==> src/rtl/router_pkg.sv <==
// Packet layout shared by the X- and Y-direction forwarders: default sizes,
// the packet type and helpers to read and rewrite the dy hop-count field.
package router_pkg;

  localparam int PKT_W_DEF  = 16;
  localparam int DY_LSB_DEF = 8;
  localparam int DY_W_DEF   = 4;

  typedef logic [PKT_W_DEF-1:0] packet_t;
  typedef logic [DY_W_DEF-1:0]  dy_t;

  function automatic dy_t get_dy(input packet_t pkt);
    return pkt[DY_LSB_DEF +: DY_W_DEF];
  endfunction

  function automatic packet_t set_dy(input packet_t pkt, input dy_t dy);
    packet_t res;
    res = pkt;
    res[DY_LSB_DEF +: DY_W_DEF] = dy;
    return res;
  endfunction

endpackage

==> src/rtl/sync_fifo.sv <==
// Single-clock FIFO with a combinational head view, so a word pushed into an
// empty FIFO is visible on dout the cycle after the push.
module sync_fifo #(
  parameter  int WIDTH = 16,
  parameter  int DEPTH = 4,
  localparam int AW    = $clog2(DEPTH)
) (
  input  logic             clk,
  input  logic             rst,
  input  logic             push,
  input  logic             pop,
  input  logic [WIDTH-1:0] din,
  output logic [WIDTH-1:0] dout,
  output logic             full,
  output logic             empty,
  output logic [AW:0]      count
);

  logic [WIDTH-1:0] mem [DEPTH];
  logic [AW-1:0]    wr_ptr_reg;
  logic [AW-1:0]    rd_ptr_reg;
  logic [AW:0]      count_reg;
  logic             do_push;
  logic             do_pop;

  assign full    = (count_reg == (AW+1)'(DEPTH));
  assign empty   = (count_reg == '0);
  assign count   = count_reg;
  assign dout    = mem[rd_ptr_reg];
  assign do_push = push && !full;
  assign do_pop  = pop && !empty;

  // Storage is not reset: clearing the pointers is enough to discard it.
  always_ff @(posedge clk) begin
    if (do_push) begin
      mem[wr_ptr_reg] <= din;
    end
  end

  always_ff @(posedge clk) begin
    if (rst) begin
      wr_ptr_reg <= '0;
      rd_ptr_reg <= '0;
      count_reg  <= '0;
    end else begin
      if (do_push) begin
        wr_ptr_reg <= wr_ptr_reg + AW'(1);
      end
      if (do_pop) begin
        rd_ptr_reg <= rd_ptr_reg + AW'(1);
      end
      case ({do_push, do_pop})
        2'b10:   count_reg <= count_reg + (AW+1)'(1);
        2'b01:   count_reg <= count_reg - (AW+1)'(1);
        default: count_reg <= count_reg;
      endcase
    end
  end

endmodule

==> src/rtl/fwd_y_buffered.sv <==
// Buffered Y-direction forwarder: queues packets and steers the head south
// while dy is non-zero (optionally decrementing dy), otherwise to local.
module fwd_y_buffered
  import router_pkg::*;
#(
  parameter int PKT_W  = PKT_W_DEF,
  parameter int DY_LSB = DY_LSB_DEF,
  parameter int DY_W   = DY_W_DEF,
  parameter int DEPTH  = 4,
  parameter int DEC_DY = 1,
  parameter int CNT_W  = 16
) (
  input  logic                     clk,
  input  logic                     rst,
  input  logic [PKT_W-1:0]         packet_in,
  input  logic                     valid_in,
  output logic                     ready_in,
  output logic [PKT_W-1:0]         packet_south,
  output logic                     valid_south,
  input  logic                     ready_south,
  output logic [PKT_W-1:0]         packet_local,
  output logic                     valid_local,
  input  logic                     ready_local,
  output logic [$clog2(DEPTH):0]   occupancy,
  output logic [CNT_W-1:0]         cnt_south,
  output logic [CNT_W-1:0]         cnt_local
);

  logic [PKT_W-1:0] head;
  logic [PKT_W-1:0] south_rw;
  logic             fifo_full;
  logic             fifo_empty;
  logic             push;
  logic             pop;
  logic             head_active;
  logic             dy_nz;
  logic [CNT_W-1:0] cnt_south_reg;
  logic [CNT_W-1:0] cnt_local_reg;

  sync_fifo #(
    .WIDTH (PKT_W),
    .DEPTH (DEPTH)
  ) u_fifo (
    .clk   (clk),
    .rst   (rst),
    .push  (push),
    .pop   (pop),
    .din   (packet_in),
    .dout  (head),
    .full  (fifo_full),
    .empty (fifo_empty),
    .count (occupancy)
  );

  assign ready_in    = !rst && !fifo_full;
  assign push        = valid_in && ready_in;
  assign head_active = !rst && !fifo_empty;
  assign dy_nz       = |head[DY_LSB +: DY_W];
  assign valid_south = head_active && dy_nz;
  assign valid_local = head_active && !dy_nz;
  assign pop         = (valid_south && ready_south) || (valid_local && ready_local);

  // dy-1 cannot underflow: the south path is only selected when dy >= 1.
  generate
    if (DEC_DY != 0) begin : g_dec
      if (PKT_W == PKT_W_DEF && DY_LSB == DY_LSB_DEF && DY_W == DY_W_DEF) begin : g_pkg
        assign south_rw = set_dy(head, get_dy(head) - dy_t'(1));
      end else begin : g_generic
        logic [DY_W-1:0] dy_dec;
        assign dy_dec = head[DY_LSB +: DY_W] - DY_W'(1);
        for (genvar gi = 0; gi < PKT_W; gi++) begin : g_bit
          if (gi >= DY_LSB && gi < DY_LSB + DY_W) begin : g_fld
            assign south_rw[gi] = dy_dec[gi-DY_LSB];
          end else begin : g_pass
            assign south_rw[gi] = head[gi];
          end
        end
      end
    end else begin : g_nodec
      assign south_rw = head;
    end
  endgenerate

  assign packet_south = head_active ? south_rw : '0;
  assign packet_local = head_active ? head : '0;
  assign cnt_south    = cnt_south_reg;
  assign cnt_local    = cnt_local_reg;

  always_ff @(posedge clk) begin
    if (rst) begin
      cnt_south_reg <= '0;
      cnt_local_reg <= '0;
    end else begin
      if (valid_south && ready_south) begin
        cnt_south_reg <= cnt_south_reg + CNT_W'(1);
      end
      if (valid_local && ready_local) begin
        cnt_local_reg <= cnt_local_reg + CNT_W'(1);
      end
    end
  end

endmodule

==> config.mk <==
export PLATFORM = sky130hd
export DESIGN_NAME = fwd_y_buffered
export DESIGN_NICKNAME = d
export VERILOG_FILES = /design/src/rtl/router_pkg.sv /design/src/rtl/sync_fifo.sv /design/src/rtl/fwd_y_buffered.sv
export SDC_FILE = /design/constraint.sdc
export NUM_CORES = 1
export LEC_CHECK = 0
export ABC_AREA = 1
export BUFFER_PORTS_ARGS = -buffer_cell sky130_fd_sc_hd__buf_2
export CAP_MARGIN = 40
export CORE_ASPECT_RATIO = 0.9
export CORE_MARGIN = 2
export CORE_UTILIZATION = 50
export DETAILED_ROUTE_END_ITERATION = 10
export HOLD_SLACK_MARGIN = 0.1
export PLACE_DENSITY = 0.78
export SLEW_MARGIN = 20
export SYNTH_ARGS = -nofsm -noshare
export SYNTH_HDL_FRONTEND = slang
export SYNTH_SLANG_ARGS = --single-unit
==> constraint.sdc <==
create_clock -name clk -period 2.85 [get_ports clk]
set_clock_uncertainty 0.1 [all_clocks]
set_input_delay 0.285 -clock clk [delete_from_list [all_inputs] [get_ports clk]]
set_output_delay 0.285 -clock clk [all_outputs]
set_load 0.005 [all_outputs]
==> impl_metrics.sql <==
INSERT INTO impl_metrics (metric_group, metric, value, unit) VALUES
('run_status', 'outcome', 'complete, no violations', ''),
('clock_tree', 'cts-root-buf', 'sky130_fd_sc_hd__clkbuf_8', ''),
('floorplan', 'i_o_pin_count', '91', ''),
('yosys', 'async_flop_share', '0', '%'),
('detailed_routing', 'remaining_drc_errors', '0', ''),
('yosys', 'post-synth-top-area-cell', 'sky130_fd_sc_hd__edfxtp_1', ''),
('setup_path', 'startpoint_type', 'flip-flop', ''),
('grt', 'global_route_wire_length_before_repair', '16.7', 'mm'),
('run', 'maxCapViolations', '0', ''),
('setup_path', 'worst-r2r-cell-count', '15', ''),
('sta', 'slew_at_the_pin_with_the_worst_max_slew_slack', '431', 'ps'),
('cells_and_area', 'fraction_of_final_layout_cells_with_drive_strength_greater_than_1', '24.0', '%'),
('placed_design', 'place.gp.congestion', '0.887', ''),
('grt', 'grt_max_degree', '29', ''),
('detailed_routing', 'first_iter_violations', '168', ''),
('clock_tree', 'tritoncts_buffer_count', '9', ''),
('cells_and_area', 'ff_latch_area', '2750', 'sq um'),
('setup_path', 'worst_ep_arrival_time', '2750', 'ps'),
('yosys', 'mappedNetlistNets', '570', ''),
('yosys', 'synth_area_leaders', 'sky130_fd_sc_hd__edfxtp_1, sky130_fd_sc_hd__dfxtp_1, sky130_fd_sc_hd__nand2_1, sky130_fd_sc_hd__nor2_1, sky130_fd_sc_hd__a21oi_1', ''),
('placed_design', 'io_buffer_count', '90', ''),
('yosys', 'post_synth_fa_ha_maj_area_fraction', '2.45', '%'),
('setup_path', 'critPathMaxFanout', '10', ''),
('floorplan', 'core.rowCount', '34', ''),
('yosys', 'synthesis.area_per_instance', '9.09', 'sq um'),
('cells_and_area', 'multi_input_combinational_cell_area', '1810', 'sq um'),
('sta', 'relSlewSlack', '71.0', '%'),
('sta', 'finalHoldViolCount', '0', ''),
('setup_path', 'rrSetupSlack', '260', 'ps'),
('cells_and_area', 'largest_reg_flops', '64', ''),
('sta', 'rsz0062_at_grt', 'no', ''),
('clock_tree', 'cts_tree', 'built', ''),
('yosys', 'synthXorXnorAreaFrac', '4.28', '%'),
('grt', 'grt_pass1_vias', '3630', ''),
('detailed_routing', 'wire_per_inst', '13.6', 'um'),
('setup_path', 'timing.setup.critical_path_class', 'reg2reg', ''),
('cells_and_area', 'area.growth.synth_to_final', '18.5', '%'),
('yosys', 'number_of_register_bits_inferred_by_synthesis', '105', ''),
('setup_path', 'timing.critical_path.to_type', 'flip-flop', ''),
('floorplan', 'floorplan.die.height', '98.0', 'um'),
('yosys', 'yosysTopAreaCellShare', '39.1', '%'),
('cells_and_area', 'layout_common_cells', 'sky130_fd_sc_hd__nand2_1, sky130_fd_sc_hd__buf_2, sky130_fd_sc_hd__nor2_1, sky130_fd_sc_hd__edfxtp_1, sky130_fd_sc_hd__a21oi_1', ''),
('min_path', 'min_path_cells', '5', ''),
('placed_design', 'dpl.cell_count', '738', ''),
('cells_and_area', 'finalNonFillerCells', '772', ''),
('yosys', 'ys.flop_type', 'sky130_fd_sc_hd__edfxtp_1', ''),
('clock_tree', 'clk_latency', '370', 'ps'),
('setup_path', 'critPathRequiredTime', '3000', 'ps'),
('grt', 'global_route.usage.total', '19.8', '%'),
('sta', 'post-route-period-util', '90.9', '%'),
('clock_tree', 'clock_tree.buffer_depth', '2', ''),
('detailed_routing', 'avgViaCountPerCell', '5.05', ''),
('cells_and_area', 'fillCellCount', '814', ''),
('yosys', 'syn-instance-count', '540', ''),
('min_path', 'hold_path.startpoint', 'ready_local', ''),
('detailed_routing', 'drt-pass1-iter-count', '4', ''),
('yosys', 'number_of_enable_flip_flop_cells_after_synthesis', '64', ''),
('detailed_routing', 'drt.antenna.violating_nets', '0', ''),
('detailed_routing', 'routed_wl', '10.5', 'mm'),
('power_and_ir_drop', 'p_leak', '2.36', 'nW'),
('power_and_ir_drop', 'worst_ir_drop_vdd', '0.299', 'mV'),
('power_and_ir_drop', 'power_density', '503', 'nW/um^2'),
('yosys', 'count_of_unique_library_cells_instantiated_by_yosys', '27', ''),
('floorplan', 'core_area', '9610', 'sq um'),
('cells_and_area', 'layout_commonest_cell', 'sky130_fd_sc_hd__nand2_1', ''),
('grt', 'grt_remaining_overflow', '0', ''),
('yosys', 'synth_compound_gate_area_share', '10.3', '%'),
('floorplan', 'fp.dieW', '108', 'um'),
('setup_path', 'reg2reg_end', 'u_fifo.count[2]', ''),
('clock_tree', 'cts.clk_slew.worst_paths', '100', 'ps'),
('sta', 'tns', '0', 'ps');
## where the power goes
part	internal [mW]	switching [mW]	leakage, nW	total [mW]
Combinational	0.139	0.216	1.34	0.356
Sequential	1.65	0.0186	0.913	1.66
Clock	0.353	0.558	0.100	0.911
Total	2.14	0.793	2.36	2.93
## what timing repair did
| item | CTS | global route |
|---|---|---|
| endpoints found under the hold margin | 66 | 0 |
| hold buffers | 17 | 0 |
| setup buffers | 0 | 1 |
| setup endpoints to repair | 0 | 1 |
| resized for setup | 0 | 8 |
## cell type report
class                           instances  share of cell area [%]
Sequential cell                       105                    47.2
Multi-Input combinational cell        357                    31.0
Timing Repair Buffer                  123                    12.7
Inverter                               45                    2.90
Tap cell                              126                    2.71
Clock buffer                            9                    2.13
Clock inverter                          7                    1.33
## kinds of logic after synthesis
family	Yosys count
and+or+nand+nor	230
DFF	105
AOI/OAI and AO/OA	94
buffers and inverters	78
xor gates and xnor gates	24
adders and majority gates	9
## worst max-delay path: stages, from the launching register on
cell	delay, ps
sky130_fd_sc_hd__dfxtp_4	390
sky130_fd_sc_hd__inv_2	90
sky130_fd_sc_hd__o21ai_0	160
sky130_fd_sc_hd__o22a_1	200
sky130_fd_sc_hd__ha_2	210
sky130_fd_sc_hd__nand2_2	70
sky130_fd_sc_hd__nor2_2	110
sky130_fd_sc_hd__nand3_2	80
sky130_fd_sc_hd__nand2_2	90
sky130_fd_sc_hd__ha_1	140
sky130_fd_sc_hd__inv_1	80
sky130_fd_sc_hd__fa_2	360
sky130_fd_sc_hd__a21oi_2	130
sky130_fd_sc_hd__o21ai_1	80
sky130_fd_sc_hd__o21ai_1	120
sky130_fd_sc_hd__a21oi_1	60
## synth_stat cells, types with 8 or more instances
| cell | n |
|---|---|
| sky130_fd_sc_hd__a21oi_1 | 44 |
| sky130_fd_sc_hd__a21oi_2 | 8 |
| sky130_fd_sc_hd__buf_4 | 13 |
| sky130_fd_sc_hd__clkbuf_1 | 11 |
| sky130_fd_sc_hd__dfxtp_1 | 41 |
| sky130_fd_sc_hd__edfxtp_1 | 64 |
| sky130_fd_sc_hd__ha_1 | 8 |
| sky130_fd_sc_hd__inv_1 | 40 |
| sky130_fd_sc_hd__nand2_1 | 91 |
| sky130_fd_sc_hd__nand2_2 | 11 |
| sky130_fd_sc_hd__nand3_1 | 23 |
| sky130_fd_sc_hd__nor2_1 | 85 |
| sky130_fd_sc_hd__nor3_1 | 13 |
| sky130_fd_sc_hd__o21ai_0 | 39 |
| sky130_fd_sc_hd__xor2_1 | 21 |
## worst max-delay path by stage
stage | start | endpoint | slack [ps] | depth (start not counted)
2_1_floorplan | flip-flop | u_fifo.count[2] | 60 | 16
3_3_place_gp | flip-flop | u_fifo.count[2] | 140 | 15
3_5_place_dp | flip-flop | u_fifo.count[2] | 60 | 15
4_1_cts | flip-flop | u_fifo.count[2] | 10 | 15
5_1_grt | flip-flop | u_fifo.count[2] | 10 | 15
6_report | flip-flop | u_fifo.count[2] | 260 | 15
## per-stage QoR
stage               worst slack [ps]  power, mW  utilization [%]  area, sq um
CTS                             9.60       2.95             60.3         5800
finish                           258       2.93             60.6         5820
global placement                 141       2.02             56.5         5430
detailed placement              55.6       2.03             56.5         5430
global route                    11.5       3.06             60.6         5820
floorplan                       57.6       1.91                -         4910
## routing by layer
layer	vias to the layer above	part of all wire [%]	global-route usage, %
li1	1965	-	-
met1	1806	42	23.7
met2	122	51	35.6
met3	8	6.1	5.41
met4	0	0.83	4.14
met5	-	0	0
No activity file was read; power rests on OpenSTA's default activity.
